<file path="src/rtl/sprite_palette_pkg.sv">
// ============================================================================
// Module   : sprite_palette_pkg
// Purpose  : Shared types and default constants for the sprite palette block:
//            controller state encoding, default parameter values, the packed
//            colour struct and the bank-select width helper.
// Ports    : none (package)
// Revision : 1.0 - initial release
// ============================================================================
`default_nettype none

package sprite_palette_pkg;

  localparam int DEFAULT_INDEX_W      = 4;
  localparam int DEFAULT_CH_W         = 4;
  localparam int DEFAULT_NUM_BANKS    = 2;
  localparam int DEFAULT_TRANSP_INDEX = 1;

  // Controller state: INIT sweeps the table to zero, RUN serves writes.
  typedef enum logic [0:0] {
    INIT = 1'b0,
    RUN  = 1'b1
  } state_e;

  // Colour entry at the default channel width, packed as {red, green, blue}.
  typedef struct packed {
    logic [DEFAULT_CH_W-1:0] red;
    logic [DEFAULT_CH_W-1:0] green;
    logic [DEFAULT_CH_W-1:0] blue;
  } rgb_t;

  // Bank-select width: a single bank still gets a 1-bit select port.
  function automatic int bank_width(input int num_banks);
    return (num_banks <= 2) ? 1 : $clog2(num_banks);
  endfunction

endpackage

`default_nettype wire

</file>
<file path="src/rtl/sprite_palette_ram.sv">
// ============================================================================
// Module   : sprite_palette_ram
// Purpose  : Banked colour storage, NUM_BANKS x 2**INDEX_W x 3*CH_W.
//            One synchronous write port (optionally broadcast to all banks)
//            and one combinational read port.
// Ports    : clk_i        - clock
//            we_i         - write enable
//            we_all_i     - write the same entry in every bank
//            wr_bank_i    - bank to write (ignored when we_all_i=1)
//            wr_index_i   - entry to write
//            wr_data_i    - {red, green, blue} to store
//            rd_bank_i    - bank to read; out-of-range banks read as zero
//            rd_index_i   - entry to read
//            rd_data_o    - combinational read data
// Revision : 1.0 - initial release
// ============================================================================
`default_nettype none

module sprite_palette_ram
  import sprite_palette_pkg::*;
#(
  parameter int INDEX_W   = DEFAULT_INDEX_W,
  parameter int CH_W      = DEFAULT_CH_W,
  parameter int NUM_BANKS = DEFAULT_NUM_BANKS,
  parameter int BANK_W    = bank_width(NUM_BANKS)
) (
  input  logic                clk_i,
  input  logic                we_i,
  input  logic                we_all_i,
  input  logic [BANK_W-1:0]   wr_bank_i,
  input  logic [INDEX_W-1:0]  wr_index_i,
  input  logic [3*CH_W-1:0]   wr_data_i,
  input  logic [BANK_W-1:0]   rd_bank_i,
  input  logic [INDEX_W-1:0]  rd_index_i,
  output logic [3*CH_W-1:0]   rd_data_o
);

  localparam int ENTRIES = 2**INDEX_W;

  logic [3*CH_W-1:0] bank_rd [NUM_BANKS];

  // Each bank owns its own array so no storage element has two writers.
  for (genvar b = 0; b < NUM_BANKS; b++) begin : g_bank
    logic [3*CH_W-1:0] mem_q [ENTRIES];

    always_ff @(posedge clk_i) begin
      if (we_i && (we_all_i || (32'(wr_bank_i) == b))) begin
        mem_q[wr_index_i] <= wr_data_i;
      end
    end

    assign bank_rd[b] = mem_q[rd_index_i];
  end

  assign rd_data_o = (32'(rd_bank_i) < NUM_BANKS) ? bank_rd[rd_bank_i] : '0;

endmodule

`default_nettype wire

</file>
<file path="src/rtl/sprite_palette.sv">
// ============================================================================
// Module   : sprite_palette
// Purpose  : Banked sprite colour palette with a fixed 2-cycle lookup pipe.
//            After reset the table is zero-filled by an INIT sweep of
//            2**INDEX_W cycles; writes are accepted only in RUN.
// Ports    : clk_i          - clock, rising edge
//            rst_ni         - asynchronous active-low reset
//            rd_valid_i     - lookup strobe
//            rd_bank_i      - lookup bank
//            rd_index_i     - lookup index
//            wr_en_i        - write request
//            wr_bank_i      - write bank
//            wr_index_i     - write index
//            wr_rgb_i       - {red, green, blue} to store
//            wr_ready_o     - writes accepted this cycle
//            out_valid_o    - lookup result valid
//            red_o/green_o/blue_o - looked-up colour
//            out_transp_o   - looked-up index equals TRANSP_INDEX
// Revision : 1.0 - initial release
// ============================================================================
`default_nettype none

module sprite_palette
  import sprite_palette_pkg::*;
#(
  parameter int INDEX_W      = DEFAULT_INDEX_W,
  parameter int CH_W         = DEFAULT_CH_W,
  parameter int NUM_BANKS    = DEFAULT_NUM_BANKS,
  parameter int TRANSP_INDEX = DEFAULT_TRANSP_INDEX,
  parameter int BANK_W       = bank_width(NUM_BANKS)
) (
  input  logic                clk_i,
  input  logic                rst_ni,
  input  logic                rd_valid_i,
  input  logic [BANK_W-1:0]   rd_bank_i,
  input  logic [INDEX_W-1:0]  rd_index_i,
  input  logic                wr_en_i,
  input  logic [BANK_W-1:0]   wr_bank_i,
  input  logic [INDEX_W-1:0]  wr_index_i,
  input  logic [3*CH_W-1:0]   wr_rgb_i,
  output logic                wr_ready_o,
  output logic                out_valid_o,
  output logic [CH_W-1:0]     red_o,
  output logic [CH_W-1:0]     green_o,
  output logic [CH_W-1:0]     blue_o,
  output logic                out_transp_o
);

  // ---------------------------------------------------------------- control
  state_e             state_q, state_d;
  logic [INDEX_W-1:0] cnt_q, cnt_d;

  logic               ram_we;
  logic               ram_we_all;
  logic [BANK_W-1:0]  ram_wr_bank;
  logic [INDEX_W-1:0] ram_wr_index;
  logic [3*CH_W-1:0]  ram_wr_data;
  logic               wr_bank_ok;

  assign wr_bank_ok = (32'(wr_bank_i) < NUM_BANKS);

  always_ff @(posedge clk_i or negedge rst_ni) begin
    if (!rst_ni) begin
      state_q <= INIT;
      cnt_q   <= '0;
    end else begin
      state_q <= state_d;
      cnt_q   <= cnt_d;
    end
  end

  always_comb begin
    state_d      = state_q;
    cnt_d        = cnt_q;
    wr_ready_o   = 1'b0;
    ram_we       = 1'b0;
    ram_we_all   = 1'b0;
    ram_wr_bank  = wr_bank_i;
    ram_wr_index = wr_index_i;
    ram_wr_data  = wr_rgb_i;
    case (state_q)
      INIT: begin
        // Zero one entry in every bank per cycle; user writes are dropped.
        ram_we       = 1'b1;
        ram_we_all   = 1'b1;
        ram_wr_index = cnt_q;
        ram_wr_data  = '0;
        cnt_d        = cnt_q + 1'b1;
        if (cnt_q == {INDEX_W{1'b1}}) begin
          state_d = RUN;
          cnt_d   = '0;
        end
      end
      RUN: begin
        wr_ready_o = 1'b1;
        ram_we     = wr_en_i && wr_bank_ok;
      end
      default: begin
        state_d = INIT;
        cnt_d   = '0;
      end
    endcase
  end

  // ---------------------------------------------------------------- storage
  logic [BANK_W-1:0]  s1_bank_q;
  logic [INDEX_W-1:0] s1_index_q;
  logic               s1_valid_q;
  logic [3*CH_W-1:0]  ram_rd_data;

  sprite_palette_ram #(
    .INDEX_W   (INDEX_W),
    .CH_W      (CH_W),
    .NUM_BANKS (NUM_BANKS),
    .BANK_W    (BANK_W)
  ) u_ram (
    .clk_i      (clk_i),
    .we_i       (ram_we),
    .we_all_i   (ram_we_all),
    .wr_bank_i  (ram_wr_bank),
    .wr_index_i (ram_wr_index),
    .wr_data_i  (ram_wr_data),
    .rd_bank_i  (s1_bank_q),
    .rd_index_i (s1_index_q),
    .rd_data_o  (ram_rd_data)
  );

  // --------------------------------------------------------------- pipeline
  // The table is read from the stage-1 registers, i.e. one edge after the
  // request, so a write accepted in the request cycle is already visible.
  always_ff @(posedge clk_i or negedge rst_ni) begin
    if (!rst_ni) begin
      s1_valid_q <= 1'b0;
      s1_bank_q  <= '0;
      s1_index_q <= '0;
    end else begin
      s1_valid_q <= rd_valid_i;
      s1_bank_q  <= rd_bank_i;
      s1_index_q <= rd_index_i;
    end
  end

  logic              out_valid_q;
  logic [3*CH_W-1:0] rgb_q;
  logic              transp_q;

  always_ff @(posedge clk_i or negedge rst_ni) begin
    if (!rst_ni) begin
      out_valid_q <= 1'b0;
      rgb_q       <= '0;
      transp_q    <= 1'b0;
    end else begin
      out_valid_q <= s1_valid_q;
      // Result registers hold their last value while no lookup completes.
      if (s1_valid_q) begin
        rgb_q    <= ram_rd_data;
        transp_q <= (s1_index_q == INDEX_W'(TRANSP_INDEX));
      end
    end
  end

  assign out_valid_o  = out_valid_q;
  assign red_o        = rgb_q[3*CH_W-1:2*CH_W];
  assign green_o      = rgb_q[2*CH_W-1:CH_W];
  assign blue_o       = rgb_q[CH_W-1:0];
  assign out_transp_o = transp_q;

endmodule

`default_nettype wire

</file>
<file path="config.mk">
export PLATFORM = sky130hd
export DESIGN_NAME = sprite_palette
export DESIGN_NICKNAME = d
export VERILOG_FILES = /design/src/rtl/sprite_palette_pkg.sv /design/src/rtl/sprite_palette_ram.sv /design/src/rtl/sprite_palette.sv
export SDC_FILE = /design/constraint.sdc
export NUM_CORES = 1
export LEC_CHECK = 0
export CORE_AREA = 5 5 208 210
export CTS_CLUSTER_DIAMETER = 30
export CTS_CLUSTER_SIZE = 20
export DETAILED_ROUTE_END_ITERATION = 10
export DIE_AREA = 0 0 213 215
export PLACE_DENSITY = 0.54
export SKIP_CTS_REPAIR_TIMING = 1
export SYNTH_ARGS = -nofsm -noshare
export SYNTH_HDL_FRONTEND = slang
export SYNTH_HIERARCHICAL = 1
export SYNTH_SLANG_ARGS = --single-unit
</file>
<file path="constraint.sdc">
create_clock -name clk_i -period 2.7 [get_ports clk_i]
set_input_delay 0.27 -clock clk_i [delete_from_list [all_inputs] [get_ports clk_i]]
set_output_delay 0.27 -clock clk_i [all_outputs]
set_load 0.02 [all_outputs]
</file>
==> results_dict.tcl <==
set metrics [dict create \
    wl_per_cell_um 23.7 \
    cp_cell_sequence "buf_12 -> buf_12 -> mux2i_1 -> nand2_1 -> a31oi_1 -> nand3_1 -> mux2_2" \
    cp_common_cell "buf_12" \
    die_h_um 215 \
    synth_nets 963 \
    drive_gt1_frac 0.197 \
    peakVddDrop_uv 422 \
    final_hold_viol_count 0 \
    setup_viol 0 \
    grt_busiest_layer "met1" \
    grt_pass1_wl_um 58800 \
    clock_latency_ns 0.58 \
    syn-instance-count 936 \
    p_int_mw 13.7 \
    routed_wl_um 39800 \
    nets 1103 \
    drv_cap 0 \
    period_minus_slack_ns 2.30 \
    initial_core_util 0.394 \
    end_kind "flip-flop" \
    route.vias.total 8739 \
    setup_tns_ns 0 \
    synth_warnings 6 \
    min-delay-start "rd_valid_i" \
    worstPathRequired_ns 3.16 \
    place_inst 1533 \
    core_area_um2 41400 \
    clockBufferDepth 3 \
    syn2layout_area_growth_pct 24.2 \
    routed_via_density 5.20 \
    die_w_um 213 \
    fin_skew_ns 0.0213 \
    synthTopCellsByArea "edfxtp_1 71%, mux2i_1 12%, dfrtp_1 3.8%" \
    antennaDiodeCount 0 \
    die-area_um2 45800 \
    arrival_ns 2.76 \
    use_met2 0.252 \
    p_seq_frac 0.403 \
    boundaryPins 41 \
    start_kind "flip-flop" \
    path_clk_slew_ns 0.05 \
    rsz0062_at_grt "no" \
    yosys_register_bits 409 \
    rows 75 \
    path_max_fanout 34 \
    gp_congestion 0.798 \
    power_density_nw_per_um2 863 \
    met3_usage 0.0411 \
    yosysSeqAreaShare 0.745 \
    htree_num_levels 3 \
    slew_viol_final 0 \
    rr_worst_depth 7 \
    period_share 0.852 \
    grt_use_met1 0.261 \
    reg2reg_slack_ns 0.40 \
    netSwitchingFraction 0.215 \
    slowest_stage "dfrtp_4" \
    dp_hpwl_um 23500 \
    cts_made_buffers 80 \
    netlist.area_leader.share 0.707 \
    min_to "s1_valid_q" \
    drt_pre_antenna_iters 5 \
    p_clk_frac 0.548 \
    worstMarginPinSlew_ns 0.933 \
    outcome "completed" \
    r2r-start "s1_index_q[0]" \
    grt_pass1_vias 8944 \
    slew_headroom 0.376 \
    finalNonFillerCells 1680 \
    io_buffers 40 \
    p_comb_frac 0.049 \
    worstSetupPathType "reg -> reg" \
    cts_sinks 409 \
    drt_iter0_drc 650 \
    grtUsageTotal 0.174 \
    synth_area_leader_cell "edfxtp_1" \
    route.detailed.drc 0 \
    final_antenna_net_count 0 \
    hp-class "in -> reg" \
    r2r_end "rgb_q[3]" \
    cts_tree "done" \
    grt_start_max_net_pins 40 \
    overflow 0 \
    cts-root-buf "clkbuf_16" \
    leakagePower_nw 7.40 \
    cpPeakStageDelay_ns 0.48 \
    whs_path_depth 1 \
    p_switching_mw 3.77 \
    antenna_found_initial 0 \
    avgSynthCellArea_um2 17.4 \
    synth_area_um2 16300 \
    max_clock_freq_mhz 435 \
    startpoint "s1_index_q[0]" \
    synth_cell_types 35 \
]
synthesized netlist by cell type:
library cell / n
nor2b_1: 2
buf_1: 1
and2_1: 13
nand2_1: 31
or2_2: 2
buf_6: 6
nand2b_1: 7
buf_2: 16
a22oi_1: 48
nand4_1: 14
clkbuf_1: 12
a31oi_1: 12
buf_12: 8
dfrtp_1: 25
nor2_1: 35
nor4b_1: 1
o21ai_0: 2
o31ai_1: 1
nand4b_1: 1
mux2_4: 14
a22o_1: 24
buf_4: 8
o2111ai_1: 2
ha_1: 1
mux2i_1: 192
nor3_1: 12
mux2_2: 3
xnor2_1: 1
nand3_1: 26
a21oi_1: 25
edfxtp_1: 384
a21o_1: 1
buf_8: 2
nor3b_1: 2
inv_1: 2
flip-flops by register name, indices dropped and copies added (netlist names), 4 cells and up:
| register | flops |
|---|---|
| cnt_q | 4 |
| u_ram/g_bank.mem_q | 384 |
| rgb_q | 12 |
| s1_index_q | 4 |
layout make-up:
class,count,area [um2]
Clock buffer,91,2110
Multi-Input combinational cell,472,3730
Fill cell,3439,21100
Clock inverter,56,572
Tap cell,539,674
Timing Repair Buffer,111,1020
Inverter,2,7.51
Sequential cell,409,12200
metrics by stage:
stage / setup slack (ns) / area [um2] / power [mW] / util / hold slack (ns)
2_1_floorplan: 0.305 / 16300 / 7.67 / - / -0.0256
3_3_place_gp: 0.357 / 17600 / 8.04 / 0.425 / 0.496
3_5_place_dp: 0.348 / 17600 / 8.04 / 0.425 / 0.500
4_1_cts: 0.361 / 20300 / 17.7 / 0.490 / 0.0983
5_1_grt: 0.293 / 20300 / 18.1 / 0.490 / 0.111
6_report: 0.399 / 20300 / 17.5 / 0.490 / 0.131
routing by layer:
metal  up-vias  wire length [um]  part of all wire
met2       270             17700              0.45
li1       4007                 -                 -
met3        54              2490             0.063
met4         0               846             0.021
met5         -                 0                 0
met1      4408             18700              0.47
cells by family (layout without fill, tap and decap cells):
family | count (synthesis) | count (layout) | synth area share
muxes | 209 | 209 | 0.133
and+or+nand+nor | 146 | 146 | 0.0434
adders and majority gates | 1 | 1 | 0.000767
xor gates and xnor gates | 1 | 1 | 0.000537
buffers and inverters | 55 | 260 | 0.0278
AOI/OAI and AO/OA | 115 | 115 | 0.0498
DFF | 409 | 409 | 0.745
worst max-delay path by stage:
| stage | cells past startpoint | end |
|---|---|---|
| 3_3_place_gp | 7 | rgb_q[10] |
| 2_1_floorplan | 5 | u_ram/g_bank[1].mem_q[12][0] |
| 5_1_grt | 7 | rgb_q[3] |
| 4_1_cts | 7 | rgb_q[10] |
| 6_report | 7 | rgb_q[3] |
| 3_5_place_dp | 7 | rgb_q[10] |
cells in the final DEF, fill, tap and decap left out, types with 2 or more instances in the layout:
cell and instances:
a22oi_1 48, clkdlybuf4s50_1 40, o21ai_0 2, nor2b_4 2
or2_2 2, mux2i_1 192, inv_6 5, o2111ai_1 2
clkinv_2 16, clkinv_4 6, clkinv_1 10, nand2b_1 7
inv_1 2, buf_12 7, mux2_4 14, and2_1 12
clkbuf_16 82, a21oi_1 25, buf_4 64, nand3_1 26
nor3_1 12, nor2_1 34, mux2_2 3, bufinv_16 8
clkinvlp_4 9, clkbuf_8 2, clkbuf_1 7, a31oi_1 12
edfxtp_1 384, a22o_1 24, nor3b_1 2, dfrtp_1 24
nand2_1 31, nand4_1 14
critical path, delay by kind of cell (launching register included):
| family | cells | cell delay (ns) |
|---|---|---|
| muxes | 2 | 0.69 |
| buffers and inverters | 2 | 0.52 |
| DFF | 1 | 0.48 |
| AOI/OAI and AO/OA | 1 | 0.25 |
| and+or+nand+nor | 2 | 0.20 |
power by group through the flow:
stage                     logic (mW)  registers [mW]  clock network, mW
after floorplan                0.478            7.19                  0
after global placement         0.861            7.18                  0
after detailed placement       0.865            7.18                  0
after CTS                      0.869            7.06               9.77
after global routing           0.913            7.06               10.1
final                          0.858            7.06               9.59
Power figures use the tool's default switching activity.
==> RTL edit, RTL diff (same settings) <==
`DEFAULT_INDEX_W`: 4 -> 3.
--- a/src/rtl/sprite_palette_pkg.sv
+++ b/src/rtl/sprite_palette_pkg.sv
@@ -10,7 +10,7 @@
 
 package sprite_palette_pkg;
 
-  localparam int DEFAULT_INDEX_W      = 4;
+  localparam int DEFAULT_INDEX_W      = 3;
   localparam int DEFAULT_CH_W         = 4;
   localparam int DEFAULT_NUM_BANKS    = 2;
   localparam int DEFAULT_TRANSP_INDEX = 1;
Interface: changed (resized rd_index_i and wr_index_i); port bits go from 41 to 39. No check against the original RTL was run, so the function may have changed too.
==> RTL edit against the original RTL <==
Via count is 53% lower; clock power is 55% lower; sequential cell count is 194 lower; total power is 52% lower; setup slack better by 54 ps; first-iteration DRC count is 39% lower; routed wire length is 53% lower; final area is 47% lower; area after synthesis is 49% lower.
==> RTL edit: results (changes against the original RTL) <==
min-delay worst type=in -> async; top cells by count, synth=192 x edfxtp_1, 33 x mux4_2, 24 x a22oi_1; Total GRT Usage=0.0815 (-0.0930); synth top area cells=edfxtp_1 69%, mux4_2 8.9%, dfrtp_1 6.9%, mux4_1 4.7%, a22oi_1 2.2%; crit-path max cell delay=710 ps (+230 ps); grt met1 use=0.127 (-0.133); outcome=completed; Synth Area in Compound Gates=0.0252 (-0.0247); Slew @ Worst Pin=893 ps (-40.5 ps); comb_multi_in=150 (-68%); DP Worst Slack=508 ps (+160 ps); Flop+latch power=3.72 mW (-47%); met2 WL post-DR=7760 µm (-56%); input/output buffers=38 (-5.0%); GPL Wtd Cong=0.710 (-11%); ys async rst share=0.107 (+0.0459); buffering overhead=0.0560 (+0.00567); slowest CP cell=dfrtp_1; placed cell count=971 (-37%); Non-CTS buffers=64 (-42%); XOR/XNOR share of the synthesized area=0 (-0.000537); DR pass1 iterations=4 (-1); largest registers=u_ram/g_bank.mem_q: 192 flops, rgb_q: 12 flops; Net Count, Synth=412 (-57%); multiplexer share of the synthesized area=0.165 (+0.0322); CTS buffer count=35 (-56%); clock skew=21.1 ps (-0.268 ps); Placement Cell Area=0.00957 mm² (-46%); layout cells sized above 1=0.306 (+0.109); first-pass GRT wire length=28200 µm (-52%); Detailed Place HPWL=11700 µm (-50%); sequential-to-total area share from yosys stat=0.759 (+0.0140)
[RTL edit: changes by cell type in the layout (fill, tap and decap cells not counted), sizes merged, moves of 26 or more]
cell | unedited run | this run
mux2i | 192 | 0
nand3 | 26 | 0
mux4 | 0 | 48
buf | 71 | 26
nor2 | 35 | 6
edfxtp | 384 | 192
clkbuf | 91 | 40
[RTL edit: final timing paths]
check | start | end | slack (ps) | cells past startpoint
max in group asynchronous | rst_ni | s1_index_q[0] | 2250 | 2
min in group clk_i | rd_valid_i | s1_valid_q | 230 | 1
worst min-delay path | rst_ni | rgb_q[4] | 150 | 2
worst min register to register | rgb_q[2] | rgb_q[2] | 500 | 1
worst max-delay path | state_q | u_ram/g_bank[1].mem_q[1][0] | 450 | 4
worst max register to register | state_q | u_ram/g_bank[1].mem_q[1][0] | 450 | 4
[RTL edit: kinds of logic after synthesis]
logic type	after synthesis
AO/OA/AOI/OAI	29
adder cells (fa/ha/maj)	2
buffers and inverters	21
flip-flops	215
multiplexers	66
AND/OR/NAND/NOR	53
